## config.mk

```make
export PLATFORM = sky130hd
export DESIGN_NAME = pipe_hazard_ctrl
export DESIGN_NICKNAME = d
export VERILOG_FILES = /design/src/rtl/pipe_pkg.sv /design/src/rtl/pipe_div_seq.sv /design/src/rtl/pipe_hazard_ctrl.sv
export SDC_FILE = /design/constraint.sdc
export NUM_CORES = 1
export LEC_CHECK = 0
export ABC_AREA = 1
export CAP_MARGIN = 20
export CORE_UTILIZATION = 40
export CTS_CLUSTER_SIZE = 10
export DETAILED_ROUTE_END_ITERATION = 8
export PLACE_DENSITY = 0.9
export SKIP_CTS_REPAIR_TIMING = 1
export SYNTH_ARGS = -nofsm -noshare
export SYNTH_HDL_FRONTEND = slang
export SYNTH_SLANG_ARGS = --single-unit
```

## constraint.sdc

```tcl
create_clock -name clk -period 1.8 [get_ports clk]
set_clock_uncertainty 0.1 [all_clocks]
set_input_delay 0.36 -clock clk [delete_from_list [all_inputs] [get_ports clk]]
set_output_delay 0.36 -clock clk [all_outputs]
set_load 0.005 [all_outputs]
```

## src/rtl/pipe_pkg.sv

```systemverilog
// Shared types and constants for the pipeline hazard controller.
package pipe_pkg;

   localparam int REG_ADDR_W = 5;

   localparam logic [1:0] FWD_RF  = 2'b00;
   localparam logic [1:0] FWD_WB  = 2'b01;
   localparam logic [1:0] FWD_MEM = 2'b10;

   typedef enum logic [1:0] {
      IDLE     = 2'd0,
      DIV_WAIT = 2'd1,
      DIV_DONE = 2'd2
   } div_st_t;

   // x0 is hard-wired to zero, so it can never be a real producer.
   function automatic logic reg_hit(
      input logic [REG_ADDR_W-1:0] src,
      input logic [REG_ADDR_W-1:0] rd,
      input logic                  we
   );
      return we && (src == rd) && (src != '0);
   endfunction

endpackage

```

## src/rtl/pipe_div_seq.sv

```systemverilog
// Divide occupancy sequencer: holds EX for DIV_CYCLES extra cycles and
// parks in DIV_DONE when the count expires during a memory freeze.
module pipe_div_seq
   import pipe_pkg::*;
#(
   parameter int DIV_CYCLES = 33,
   parameter int CNT_W      = 6
) (
   input  logic clk,
   input  logic reset,
   input  logic div_start,
   input  logic freeze,
   output logic dstall,
   output logic div_done_hold,
   output logic div_busy
);

   div_st_t            state_reg, state_next;
   logic [CNT_W-1:0]   cnt_reg, cnt_next;

   always_ff @(posedge clk or negedge reset) begin
      if (!reset) begin
         state_reg <= IDLE;
         cnt_reg   <= '0;
      end else begin
         state_reg <= state_next;
         cnt_reg   <= cnt_next;
      end
   end

   always_comb begin
      state_next = state_reg;
      cnt_next   = cnt_reg;
      case (state_reg)
         IDLE: begin
            if (div_start && !freeze) begin
               state_next = DIV_WAIT;
               cnt_next   = CNT_W'(DIV_CYCLES - 1);
            end
         end
         DIV_WAIT: begin
            if (cnt_reg == '0) begin
               state_next = freeze ? DIV_DONE : IDLE;
            end else begin
               cnt_next = cnt_reg - 1'b1;
            end
         end
         DIV_DONE: begin
            if (!freeze) begin
               state_next = IDLE;
            end
         end
         default: state_next = IDLE;
      endcase
   end

   assign dstall   = ((state_reg == IDLE) && div_start)
                   || ((state_reg == DIV_WAIT) && (cnt_reg != '0));
   // DIV_DONE only holds EX while frozen; its first unfrozen cycle is the release.
   assign div_done_hold = (state_reg == DIV_DONE) && freeze;
   assign div_busy      = (state_reg == DIV_WAIT);

endmodule

```

## src/rtl/pipe_hazard_ctrl.sv

```systemverilog
// Stall/flush/forward controller for the 5-stage pipeline.
// Define PIPE_FWD_EN to enable MEM/WB operand forwarding; otherwise RAW hazards stall.
module pipe_hazard_ctrl
   import pipe_pkg::*;
#(
   parameter int DIV_CYCLES = 33,
   parameter int CNT_W      = 6
) (
   input  logic                  clk,
   input  logic                  reset,
   input  logic [REG_ADDR_W-1:0] id_rs1,
   input  logic [REG_ADDR_W-1:0] id_rs2,
   input  logic                  id_use_rs1,
   input  logic                  id_use_rs2,
   input  logic [REG_ADDR_W-1:0] ex_rd,
   input  logic                  ex_reg_write,
   input  logic                  ex_mem_read,
   input  logic [REG_ADDR_W-1:0] mem_rd,
   input  logic                  mem_reg_write,
   input  logic [REG_ADDR_W-1:0] wb_rd,
   input  logic                  wb_reg_write,
   input  logic                  ex_div_start,
   input  logic                  ex_redirect,
   input  logic                  imem_ready,
   input  logic                  dmem_req,
   input  logic                  dmem_ready,
   output logic                  pc_en,
   output logic                  if_id_en,
   output logic                  id_ex_en,
   output logic                  ex_mem_en,
   output logic                  mem_wb_en,
   output logic                  if_id_flush,
   output logic                  id_ex_flush,
   output logic                  ex_mem_flush,
   output logic                  mem_wb_flush,
   output logic [1:0]            fwd_a_sel,
   output logic [1:0]            fwd_b_sel,
   output logic                  div_busy
);

   logic                  freeze;
   logic                  dstall;
   logic                  div_done_hold;
   logic                  lu;
   logic                  raw;
   logic [REG_ADDR_W-1:0] src [2];
   logic [1:0]            src_use;
   logic [1:0]            lu_hit;
   logic [1:0]            raw_hit;
   logic [1:0]            fwd_sel [2];

   assign freeze  = dmem_req & ~dmem_ready;
   assign src[0]  = id_rs1;
   assign src[1]  = id_rs2;
   assign src_use = {id_use_rs2, id_use_rs1};

   pipe_div_seq #(
      .DIV_CYCLES (DIV_CYCLES),
      .CNT_W      (CNT_W)
   ) u_div (
      .clk           (clk),
      .reset         (reset),
      .div_start     (ex_div_start),
      .freeze        (freeze),
      .dstall        (dstall),
      .div_done_hold (div_done_hold),
      .div_busy      (div_busy)
   );

   genvar gi;
   generate
      for (gi = 0; gi < 2; gi++) begin : g_opnd
         assign lu_hit[gi] = src_use[gi]
                           & reg_hit(src[gi], ex_rd, ex_reg_write & ex_mem_read);
`ifdef PIPE_FWD_EN
         assign raw_hit[gi] = 1'b0;
         assign fwd_sel[gi] = !reset                                  ? FWD_RF  :
                              reg_hit(src[gi], mem_rd, mem_reg_write) ? FWD_MEM :
                              reg_hit(src[gi], wb_rd, wb_reg_write)   ? FWD_WB  :
                                                                        FWD_RF;
`else
         // WB is covered by the regfile write-before-read bypass.
         assign raw_hit[gi] = src_use[gi]
                            & (reg_hit(src[gi], ex_rd, ex_reg_write)
                             | reg_hit(src[gi], mem_rd, mem_reg_write));
         assign fwd_sel[gi] = FWD_RF;
`endif
      end
   endgenerate

`ifndef PIPE_FWD_EN
   logic unused_wb;
   assign unused_wb = ^{wb_rd, wb_reg_write};
`endif

   assign lu        = |lu_hit;
   assign raw       = |raw_hit;
   assign fwd_a_sel = fwd_sel[0];
   assign fwd_b_sel = fwd_sel[1];

   always_comb begin
      pc_en        = 1'b1;
      if_id_en     = 1'b1;
      id_ex_en     = 1'b1;
      ex_mem_en    = 1'b1;
      mem_wb_en    = 1'b1;
      if_id_flush  = 1'b0;
      id_ex_flush  = 1'b0;
      ex_mem_flush = 1'b0;
      mem_wb_flush = 1'b0;

      if (freeze) begin
         // Everything holds; WB retires its write once and then sees bubbles.
         pc_en        = 1'b0;
         if_id_en     = 1'b0;
         id_ex_en     = 1'b0;
         ex_mem_en    = 1'b0;
         mem_wb_en    = 1'b0;
         mem_wb_flush = 1'b1;
      end else if (dstall || div_done_hold) begin
         pc_en        = 1'b0;
         if_id_en     = 1'b0;
         id_ex_en     = 1'b0;
         ex_mem_flush = 1'b1;
      end else if (ex_redirect) begin
         if_id_flush = 1'b1;
         id_ex_flush = 1'b1;
      end else if (lu || raw) begin
         pc_en       = 1'b0;
         if_id_en    = 1'b0;
         id_ex_flush = 1'b1;
      end else if (!imem_ready) begin
         pc_en       = 1'b0;
         if_id_flush = 1'b1;
      end

      if (!reset) begin
         pc_en        = 1'b0;
         if_id_en     = 1'b0;
         id_ex_en     = 1'b0;
         ex_mem_en    = 1'b0;
         mem_wb_en    = 1'b0;
         if_id_flush  = 1'b0;
         id_ex_flush  = 1'b0;
         ex_mem_flush = 1'b0;
         mem_wb_flush = 1'b0;
      end
   end

endmodule

```

==> results.sh, run 1 <==
export IMPL_dieArea_mm2=0.00284
export IMPL_crit_fanout=3
export IMPL_startpoint="u_div.cnt_reg[0]"
export IMPL_grt_usage_pct=19.7
export IMPL_cpMostUsedCell="nand2_2"
export IMPL_end_kind="output port"
export IMPL_synth_warnings=0
export IMPL_grt_max_degree=9
export IMPL_rows=18
export IMPL_holdWs_ns=0.408
export IMPL_hold_class="reg2reg"
export IMPL_largest_reg_flops=6
export IMPL_fp_dieH_um=53.3
export IMPL_r2r_cells=11
export IMPL_finalCritPeriodShare_pct=117
export IMPL_hpwl_um=2190
export IMPL_cts_tree="yes"
export IMPL_worstPathCellList="inv_2, ha_4, nand4_1, nand2_2, nand2_4, nor3_4, nand2_2, nor2_2, buf_2"
export IMPL_yosysSeqAreaShare_pct=19.0
export IMPL_crit_end="pc_en"
export IMPL_critPathLaunchType="flop"
export IMPL_synth_seq_cells=8
export IMPL_synthDistinctLibCells=23
export IMPL_syn_cell_area_mm2=0.00105
export IMPL_drt_wl_total_um=2850
export IMPL_synth_avg_cell_area_um2=5.59
export IMPL_cts_num_sinks=8
export IMPL_slowest_stage="dfrtp_1"
export IMPL_dr_pass1_iters=4
export IMPL_fp_dieW_um=53.3
export IMPL_slew_viol_final=0
export IMPL_cts_buffer_depth=2
export IMPL_p_per_area_mw_per_mm2=901
export IMPL_coreArea_mm2=0.00248
export IMPL_cap_violations=0
export IMPL_cp_arrival_ns=1.65
export IMPL_rrSetupSlack_ns=0.21
export IMPL_final_net_count=293
export IMPL_layout_cells_non_filler=281
export IMPL_grt_overflow_total=0
export IMPL_crit_required_ns=1.34
export IMPL_hold_viol=0
export IMPL_areaGrowthSynthToFinish_pct=64.8
export IMPL_drc_errors=0
export IMPL_whs_path_depth=2
export IMPL_fmax_ghz=0.475
export IMPL_fin_util_pct=69.9
export IMPL_leakagePower_uw=0.00122
export IMPL_synth_cells=188
export IMPL_dpl_instance_area_mm2=0.00160
export IMPL_violations="setup timing"
export IMPL_vias=1285
export IMPL_dpl_cell_count=274
export IMPL_rsz0062_at_grt="yes"
export IMPL_h_tree_depth=1
export IMPL_wire_per_inst_um=10.1
export IMPL_vias_per_cell=4.57
export IMPL_worstSetupPathType="reg2out"
export IMPL_clkTransAtPathRegs_ns=0.05
export IMPL_status="finished, violations left"
export IMPL_cp_slowest_stage_delay_ns=0.38
export IMPL_max_vdd_ir_drop_uv=747
export IMPL_grt_pass1_vias=1042
export IMPL_regToRegStartpoint="u_div.cnt_reg[0]"
export IMPL_design_area_mm2=0.00173
export IMPL_rr_endpoint="u_div.cnt_reg[5]"
export IMPL_route_antenna_remaining_nets=0
export IMPL_cts_root_buf="clkbuf_4"
export IMPL_ios=52
export IMPL_worst_slack_ns=-0.306
export IMPL_antenna_cells=0
export IMPL_antenna_found_initial=0
export IMPL_drtIter0Drc=19
export IMPL_setup_viol=6
export IMPL_initial_core_util_pct=42.4
export IMPL_clk_latency_ns=0.26
export IMPL_drive_gt1_share_pct=25.1
export IMPL_cts_buffers=3
export IMPL_grt_pass1_wl_um=4110
export IMPL_fin_crit_ns=2.11
export IMPL_total_power_uw=1560
export IMPL_gp_congestion=0.858
export IMPL_numPortBuffers=40
==> stage by stage <==
stage / worst slack (ns) / TNS [ns]
floorplan: 0.141 / 0
global placement: -0.726 / -5.14
detailed placement: -0.757 / -5.40
CTS: -0.761 / -5.50
global route: -0.441 / -2.00
finish: -0.306 / -1.28
==> worst max-delay path, delay by kind of cell (launching register included) <==
kind | cells | cell delay [ns]
flops | 1 | 0.38
simple gates | 6 | 0.70
buf+inv | 2 | 0.19
fa+ha+maj | 1 | 0.12
==> cell usage in the layout, fill, tap and decap left out, types with 5 or more instances in the layout <==
cell,n
dfrtp_1,7
nand2_1,68
nor2_2,5
nand3_1,8
nor2_1,23
dlymetal6s2s_1,29
inv_1,28
inv_2,12
buf_4,21
clkdlybuf4s50_1,5
==> cell type report <==
| type | count | area (um^2) |
|---|---|---|
| Inverter | 40 | 150 |
| Tap cell | 30 | 37.5 |
| Multi-Input combinational cell | 138 | 709 |
| Sequential cell | 8 | 201 |
| Timing Repair Buffer | 62 | 611 |
| Clock buffer | 3 | 22.5 |
| Fill cell | 219 | 746 |
==> cell families (layout without fill, tap and decap cells) <==
group	count (synthesis)	count (layout)	share of synthesized area (%)
simple gates	122	122	54.9
fa+ha+maj	2	2	2.38
buf+inv	45	105	17.9
flops	8	8	19.0
compound gates	10	10	5.48
other cells	1	4	0.357
==> worst min path at each step <==
stage | from | endpoint | slack [ns]
after floorplan | reset | u_div.cnt_reg[0] | -0.04
after detailed placement | u_div.cnt_reg[5] | u_div.cnt_reg[5] | 0.39
final | u_div.cnt_reg[5] | u_div.cnt_reg[5] | 0.41
after global routing | dmem_ready | u_div.state_reg[1] | 0.43
after global placement | u_div.cnt_reg[5] | u_div.cnt_reg[5] | 0.37
after CTS | reset | u_div.state_reg[0] | 0.37
==> synth_stat cells <==
cell type | count | area share [%]
ha_1 | 2 | 2.4
nand2_2 | 3 | 1.8
inv_2 | 3 | 1.1
nand2_4 | 1 | 1.1
o21a_1 | 1 | 0.71
nand3_1 | 8 | 3.8
inv_1 | 37 | 13
nor2_2 | 3 | 1.8
nand2_1 | 70 | 25
o31ai_1 | 1 | 0.71
o21ai_0 | 3 | 1.4
conb_1 | 1 | 0.36
buf_4 | 5 | 3.6
nor3_4 | 1 | 1.5
nor2_1 | 26 | 9.3
a21oi_1 | 1 | 0.48
dfrtp_1 | 8 | 19
nor3b_2 | 1 | 1.2
o21ai_1 | 3 | 1.4
a211oi_1 | 1 | 0.71
nand4_1 | 4 | 2.4
nor2_8 | 2 | 3.8
nor2_4 | 3 | 3.2
==> where the power goes <==
group | internal [uW] | switching (uW)
clock | 76.3 | 61.2
sequential | 263 | 60.4
combinational | 526 | 574
total | 865 | 695
==> routing by layer <==
| layer | GRT usage [%] | share of wire, % | routed length, um |
|---|---|---|---|
| met3 | 1.72 | 3.2 | 90 |
| met5 | 0 | 0 | 0 |
| met4 | 5.26 | 0.77 | 22 |
| met2 | 38.8 | 55 | 1570 |
| met1 | 21.7 | 41 | 1160 |
Power figures use the tool's default switching activity.
==> run 2, diff against run 1 <==
--- a/config.mk
+++ b/config.mk
@@ -7,6 +7,7 @@
 export LEC_CHECK = 0
 export ABC_AREA = 1
 export CAP_MARGIN = 20
+export CORE_MARGIN = 4
 export CORE_UTILIZATION = 40
 export CTS_CLUSTER_SIZE = 10
 export DETAILED_ROUTE_END_ITERATION = 8
@@ -15,3 +16,4 @@
 export SYNTH_ARGS = -nofsm -noshare
 export SYNTH_HDL_FRONTEND = slang
 export SYNTH_SLANG_ARGS = --single-unit
+export TNS_END_PERCENT = 1
==> run 2 against run 1 <==
- the run still ends with setup timing left
- critical path depth stayed put
- worst setup slack worse by 0.023 ns
- critical endpoint is now if_id_flush
- fmax is 1.1% lower
- first-iteration DRC count is 150% higher
- sequential cell count stayed put
- highest routed layer unchanged
==> results.sh, run 2 (synthesized netlist as in run 1, its figures left out) <==
export IMPL_status="finished, violations left"
export IMPL_violations="setup timing"
export IMPL_grt_max_degree=9
export IMPL_initial_core_util_pct=42.0
export IMPL_mostFrequentLayoutCells="nand2_1, inv_1, dlymetal6s2s_1, nor2_1, buf_4"
export IMPL_dr_pass1_iters=4
export IMPL_hold_viol=0
export IMPL_setup_viol=8
export IMPL_drt_wl_total_um=2950
export IMPL_clkPwrFrac_pct=9.5
export IMPL_worst_slack_ns=-0.330
export IMPL_antenna_cells=0
export IMPL_power_frac_seq_pct=20.7
export IMPL_dieArea_mm2=0.00351
export IMPL_combPwrFrac_pct=69.8
export IMPL_design_area_mm2=0.00170
export IMPL_fp_dieH_um=59.3
export IMPL_vias_per_cell=4.66
export IMPL_max_vdd_ir_drop_uv=752
export IMPL_switchingPower_uw=668
export IMPL_fin_crit_ns=2.13
export IMPL_finalCritPeriodShare_pct=118
export IMPL_coreArea_mm2=0.00250
export IMPL_vias=1301
export IMPL_crit_required_ns=1.34
export IMPL_cpMostUsedCell="nand2_2"
export IMPL_switching_share_pct=44.2
export IMPL_drc_errors=0
export IMPL_hpwl_um=2280
export IMPL_wire_per_inst_um=10.6
export IMPL_intPower_uw=842
export IMPL_route_antenna_remaining_nets=0
export IMPL_drive_gt1_share_pct=24.5
export IMPL_cts_num_sinks=8
export IMPL_worstPathCellList="inv_2, ha_4, nand4_1, nand2_2, nand2_2, nor3_4, nand2_2, nor2_1, buf_2"
export IMPL_grt_usage_pct=15.4
export IMPL_layout_commonest_cell="nand2_1"
export IMPL_cp_arrival_ns=1.67
export IMPL_antenna_found_initial=0
export IMPL_grt_overflow_total=0
export IMPL_final_net_count=291
export IMPL_largest_reg_flops=6
export IMPL_grt_pass1_vias=1104
export IMPL_fmax_ghz=0.469
export IMPL_crit_fanout=3
export IMPL_end_kind="output port"
export IMPL_ios=52
export IMPL_cp_slowest_stage_delay_ns=0.38
export IMPL_worstSetupPathType="reg2out"
export IMPL_hold_class="in2async"
export IMPL_p_per_area_mw_per_mm2=888
export IMPL_rows=18
export IMPL_slew_viol_final=0
export IMPL_areaGrowthSynthToFinish_pct=61.8
export IMPL_h_tree_depth=1
export IMPL_slowest_stage="dfrtp_1"
export IMPL_drtIter0Drc=47
export IMPL_leakagePower_uw=0.00117
export IMPL_cts_root_buf="clkbuf_4"
export IMPL_grt_pass1_wl_um=4180
export IMPL_place_ws_ns=-0.753
export IMPL_clk_latency_ns=0.26
export IMPL_cts_buffers=3
export IMPL_dpl_instance_area_mm2=0.00160
export IMPL_cts_tree="yes"
export IMPL_rsz0062_at_grt="yes"
export IMPL_numPortBuffers=40
export IMPL_clkTransAtPathRegs_ns=0.06
export IMPL_gp_congestion=0.896
export IMPL_cap_violations=0
export IMPL_cts_buffer_depth=2
export IMPL_critPathLaunchType="flop"
export IMPL_fp_dieW_um=59.3
-- run 2: cell count changes in the layout (fill, tap and decap cells not counted), moves of 2 or more --
cell | before | now
nor2_1 | 23 | 21
nor2_2 | 5 | 7
buf_6 | 0 | 2
buf_4 | 21 | 18
dlymetal6s2s_1 | 29 | 25
clkdlybuf4s50_1 | 5 | 8
buf_2 | 3 | 5
nand2_1 | 68 | 70
-- run 2: path summary, 6_finish.rpt --
check,start,to,slack [ns],depth (start not counted)
max in group asynchronous,reset,u_div.state_reg[0],1.12,2
setup / recovery,u_div.cnt_reg[1],if_id_flush,-0.33,9
hold / removal,reset,u_div.cnt_reg[0],0.35,2
hold reg to reg,u_div.cnt_reg[5],u_div.cnt_reg[5],0.39,2
min in group clk,u_div.cnt_reg[5],u_div.cnt_reg[5],0.39,2
setup reg to reg,u_div.state_reg[1],u_div.cnt_reg[5],0.30,9
-- run 2: metrics by stage --
stage | setup TNS (ns) | utilization (%) | std cells | total power [uW] | hold slack, ns
final | -1.69 | 68.0 | 279 | 1510 | 0.349
after global routing | -2.25 | 68.0 | 279 | 1660 | 0.357
after CTS | -5.68 | 64.8 | 277 | 1480 | 0.345
after detailed placement | -6.17 | 63.9 | 274 | 1330 | 0.380
after global placement | -5.89 | 63.9 | 274 | 1300 | 0.369
after floorplan | 0 | - | 191 | 902 | -0.0356
-- run 2: power groups by stage --
stage / Clock, uW / Sequential (uW) / Combinational (uW)
6_report: 144 / 312 / 1050
5_1_grt: 155 / 319 / 1180
4_1_cts: 147 / 309 / 1020
3_5_place_dp: 0 / 310 / 1020
3_3_place_gp: 0 / 308 / 991
2_1_floorplan: 0 / 308 / 594
-- run 2: metal layers --
metal  global-route usage (%)  vias up  wire (um)  part of all wire (%)
li1                         -      676          -                     -
met1                     16.8      570       1170                    39
met2                     27.6       44       1560                    53
met3                     3.27       11        142                   4.8
met4                     8.09        0         87                   2.9
met5                        0        -          0                     0
-- run 2: worst max-delay path, delay by kind of cell, from the launching register on --
| kind | cells | cell delay (ns) |
|---|---|---|
| adder cells (fa/ha/maj) | 1 | 0.12 |
| AND/OR/NAND/NOR | 6 | 0.71 |
| buffers and inverters | 2 | 0.19 |
| flip-flops | 1 | 0.38 |
-- run 2: area by class of cell --
type	instances	area, um^2
Timing Repair Buffer	60	586
Inverter	40	150
Sequential cell	8	200
Tap cell	30	37.5
Fill cell	209	800
Clock buffer	3	22.5
Multi-Input combinational cell	138	704
==> run 3, diff against run 2 <==
--- a/config.mk
+++ b/config.mk
@@ -7,12 +7,11 @@
 export LEC_CHECK = 0
 export ABC_AREA = 1
 export CAP_MARGIN = 20
-export CORE_MARGIN = 4
+export CORE_MARGIN = 2
 export CORE_UTILIZATION = 40
 export CTS_CLUSTER_SIZE = 10
 export DETAILED_ROUTE_END_ITERATION = 8
 export PLACE_DENSITY = 0.9
-export SKIP_CTS_REPAIR_TIMING = 1
 export SYNTH_ARGS = -nofsm -noshare
 export SYNTH_HDL_FRONTEND = slang
 export SYNTH_SLANG_ARGS = --single-unit
==> constraint.sdc (replaced) <==
create_clock -name clk -period 2.1 [get_ports clk]
set_clock_uncertainty 0.1 [all_clocks]
set_input_delay 0.42 -clock clk [delete_from_list [all_inputs] [get_ports clk]]
set_output_delay 0.42 -clock clk [all_outputs]
set_load 0.005 [all_outputs]
==> run 3 against run 2 <==
- the run still ends with setup timing left
- worst setup slack improved by 0.29 ns
- non-clock buffer count decreased by 2
- sequential cell count unchanged
- final cell count decreased by 0.72%
- routed wire length decreased by 3.8%
- combinational power decreased by 12%
- register-to-register slack improved by 0.16 ns
- final area decreased by 6.2%
- first-iteration DRC count decreased by 38%
- sequential power decreased by 12%
- die area decreased by 13%
- critical endpoint is now pc_en
==> results.sh, run 3 (synthesized netlist as in run 1, its figures left out) <==
export IMPL_h_tree_depth=1
export IMPL_final_net_count=289
export IMPL_critPathBufInv=2
export IMPL_antenna_cells=0
export IMPL_cts_num_sinks=8
export IMPL_fill_cells=242
export IMPL_worstPathCellList="inv_2, ha_4, nand4_1, nand2_2, nand2_4, nor3_4, nand2_2, nor2_1, buf_2"
export IMPL_crit_required_ns=1.58
export IMPL_p_per_area_mw_per_mm2=825
export IMPL_layout_commonest_cell="nand2_1"
export IMPL_drtIter0Drc=29
export IMPL_grt_pass1_vias=1151
export IMPL_max_vdd_ir_drop_uv=640
export IMPL_cp_arrival_ns=1.62
export IMPL_finalCritPeriodShare_pct=102
export IMPL_fp_dieW_um=55.3
export IMPL_setup_tns_ns=-0.0754
export IMPL_critPathLaunchType="flop"
export IMPL_hpwl_um=2230
export IMPL_grt_pass1_wl_um=4590
export IMPL_violations="setup timing"
export IMPL_cts_root_buf="clkbuf_4"
export IMPL_worst_slack_ns=-0.0420
export IMPL_initial_core_util_pct=42.4
export IMPL_leakagePower_uw=0.000973
export IMPL_dpl_cell_count=270
export IMPL_vias=1276
export IMPL_cp_top_family="simple AND/OR/NAND/NOR gates"
export IMPL_worstSetupPathType="reg2out"
export IMPL_wire_per_inst_um=10.3
export IMPL_regToRegStartpoint="u_div.cnt_reg[1]"
export IMPL_areaGrowthSynthToFinish_pct=51.8
export IMPL_rsz0062_at_grt="yes"
export IMPL_grt_overflow_total=0
export IMPL_drc_errors=0
export IMPL_holdWs_ns=0.172
export IMPL_cts_tree="yes"
export IMPL_rows=18
export IMPL_crit_fanout=3
export IMPL_postCtsHoldBufs=0
export IMPL_dpl_instance_area_mm2=0.00157
export IMPL_cap_violations=0
export IMPL_place_ws_ns=-0.581
export IMPL_grt_usage_pct=18.2
export IMPL_cts_buffer_depth=2
export IMPL_drt_wl_total_um=2840
export IMPL_antenna_found_initial=0
export IMPL_design_area_mm2=0.00160
export IMPL_vias_per_cell=4.61
export IMPL_clk_latency_ns=0.26
export IMPL_drive_gt1_share_pct=22.3
export IMPL_hold_class="in2async"
export IMPL_routed_wl_met2_um=1520
export IMPL_wl_met3_um=111
export IMPL_clkTransAtPathRegs_ns=0.06
export IMPL_routed_top_layer="met4"
export IMPL_gp_congestion=0.866
export IMPL_mostFrequentLayoutCells="nand2_1, inv_1, nor2_1, dlygate4sd2_1, buf_4"
export IMPL_ios=52
export IMPL_dr_pass1_iters=4
export IMPL_layout_cells_non_filler=277
export IMPL_largest_reg_flops=6
export IMPL_rrSetupSlack_ns=0.46
export IMPL_rr_endpoint="u_div.cnt_reg[5]"
export IMPL_slew_viol_final=0
export IMPL_route_antenna_remaining_nets=0
export IMPL_cp_slowest_stage_delay_ns=0.40
export IMPL_grt_max_degree=9
export IMPL_r2r_cells=9
export IMPL_wl_met1_um=1180
export IMPL_hold_viol=0
export IMPL_dieArea_mm2=0.00305
export IMPL_status="finished, violations left"
export IMPL_cpMostUsedCell="nand2_2"
export IMPL_coreArea_mm2=0.00248
export IMPL_setup_viol=3
export IMPL_numPortBuffers=40
export IMPL_end_kind="output port"
export IMPL_slowest_stage="dfrtp_1"
export IMPL_fp_dieH_um=55.3
export IMPL_fin_crit_ns=2.14
export IMPL_fmax_ghz=0.467
export IMPL_cts_buffers=3
-- run 3: cell types whose count changed in the layout (fill, tap and decap cells not counted), moves of 2 or more --
cell             before  now
clkbuf_2              2    0
clkdlybuf4s50_1       8    6
dlymetal6s2s_1       25    1
nor2_1               21   25
inv_2                11   14
nor2_2                7    4
clkdlybuf4s15_1       0    7
inv_1                29   26
dlygate4sd2_1         0   22
buf_6                 2    0
-- run 3: where the power goes --
part / leakage [uW] / internal [uW] / switching, uW
logic: 0.000862 / 423 / 499
registers: 0.0000976 / 224 / 51.0
clock network: 0.0000138 / 65.5 / 53.2
-- run 3: stage by stage --
stage          utilization (%)  power (uW)
6_report                  64.4        1320
5_1_grt                   64.4        1430
4_1_cts                   63.2        1250
3_5_place_dp              63.3        1110
3_3_place_gp              63.3        1070
2_1_floorplan                -         773
-- run 3: worst max-delay path by stage --
stage,start,to,cells past startpoint
after global routing,u_div.cnt_reg[1],if_id_flush,9
after detailed placement,ex_rd[1],if_id_flush,12
after global placement,id_rs1[4],id_ex_flush,12
after CTS,u_div.cnt_reg[1],pc_en,9
final,u_div.cnt_reg[1],pc_en,9
after floorplan,u_div.cnt_reg[0],if_id_flush,8
-- run 3: repair_timing --
item | 4_1_cts | 5_1_grt
endpoints found under the setup margin | 9 | 8
buffers inserted | 2 | 2
pin swaps | 11 | 6
resized for setup | 55 | 16
-- run 3: final cells by class --
cell class | count | area (um^2) | share of cell area [%]
Tap cell | 30 | 37.5 | 2.35
Multi-Input combinational cell | 138 | 694 | 43.5
Inverter | 40 | 150 | 9.41
Timing Repair Buffer | 58 | 490 | 30.7
Clock buffer | 3 | 22.5 | 1.41
Sequential cell | 8 | 200 | 12.5
-- run 3: routing by layer --
metal / vias to the layer above / global-route usage (%)
met4: 0 / 6.27
met2: 45 / 35.5
met3: 8 / 2.11
li1: 674 / -
met1: 549 / 19.8
met5: - / 0
-- run 3: worst reg2reg max path, delay by kind of cell, from the launching register on --
| kind | cells | cell delay, ns |
|---|---|---|
| buf+inv | 3 | 0.39 |
| simple gates | 6 | 0.62 |
| flops | 1 | 0.40 |
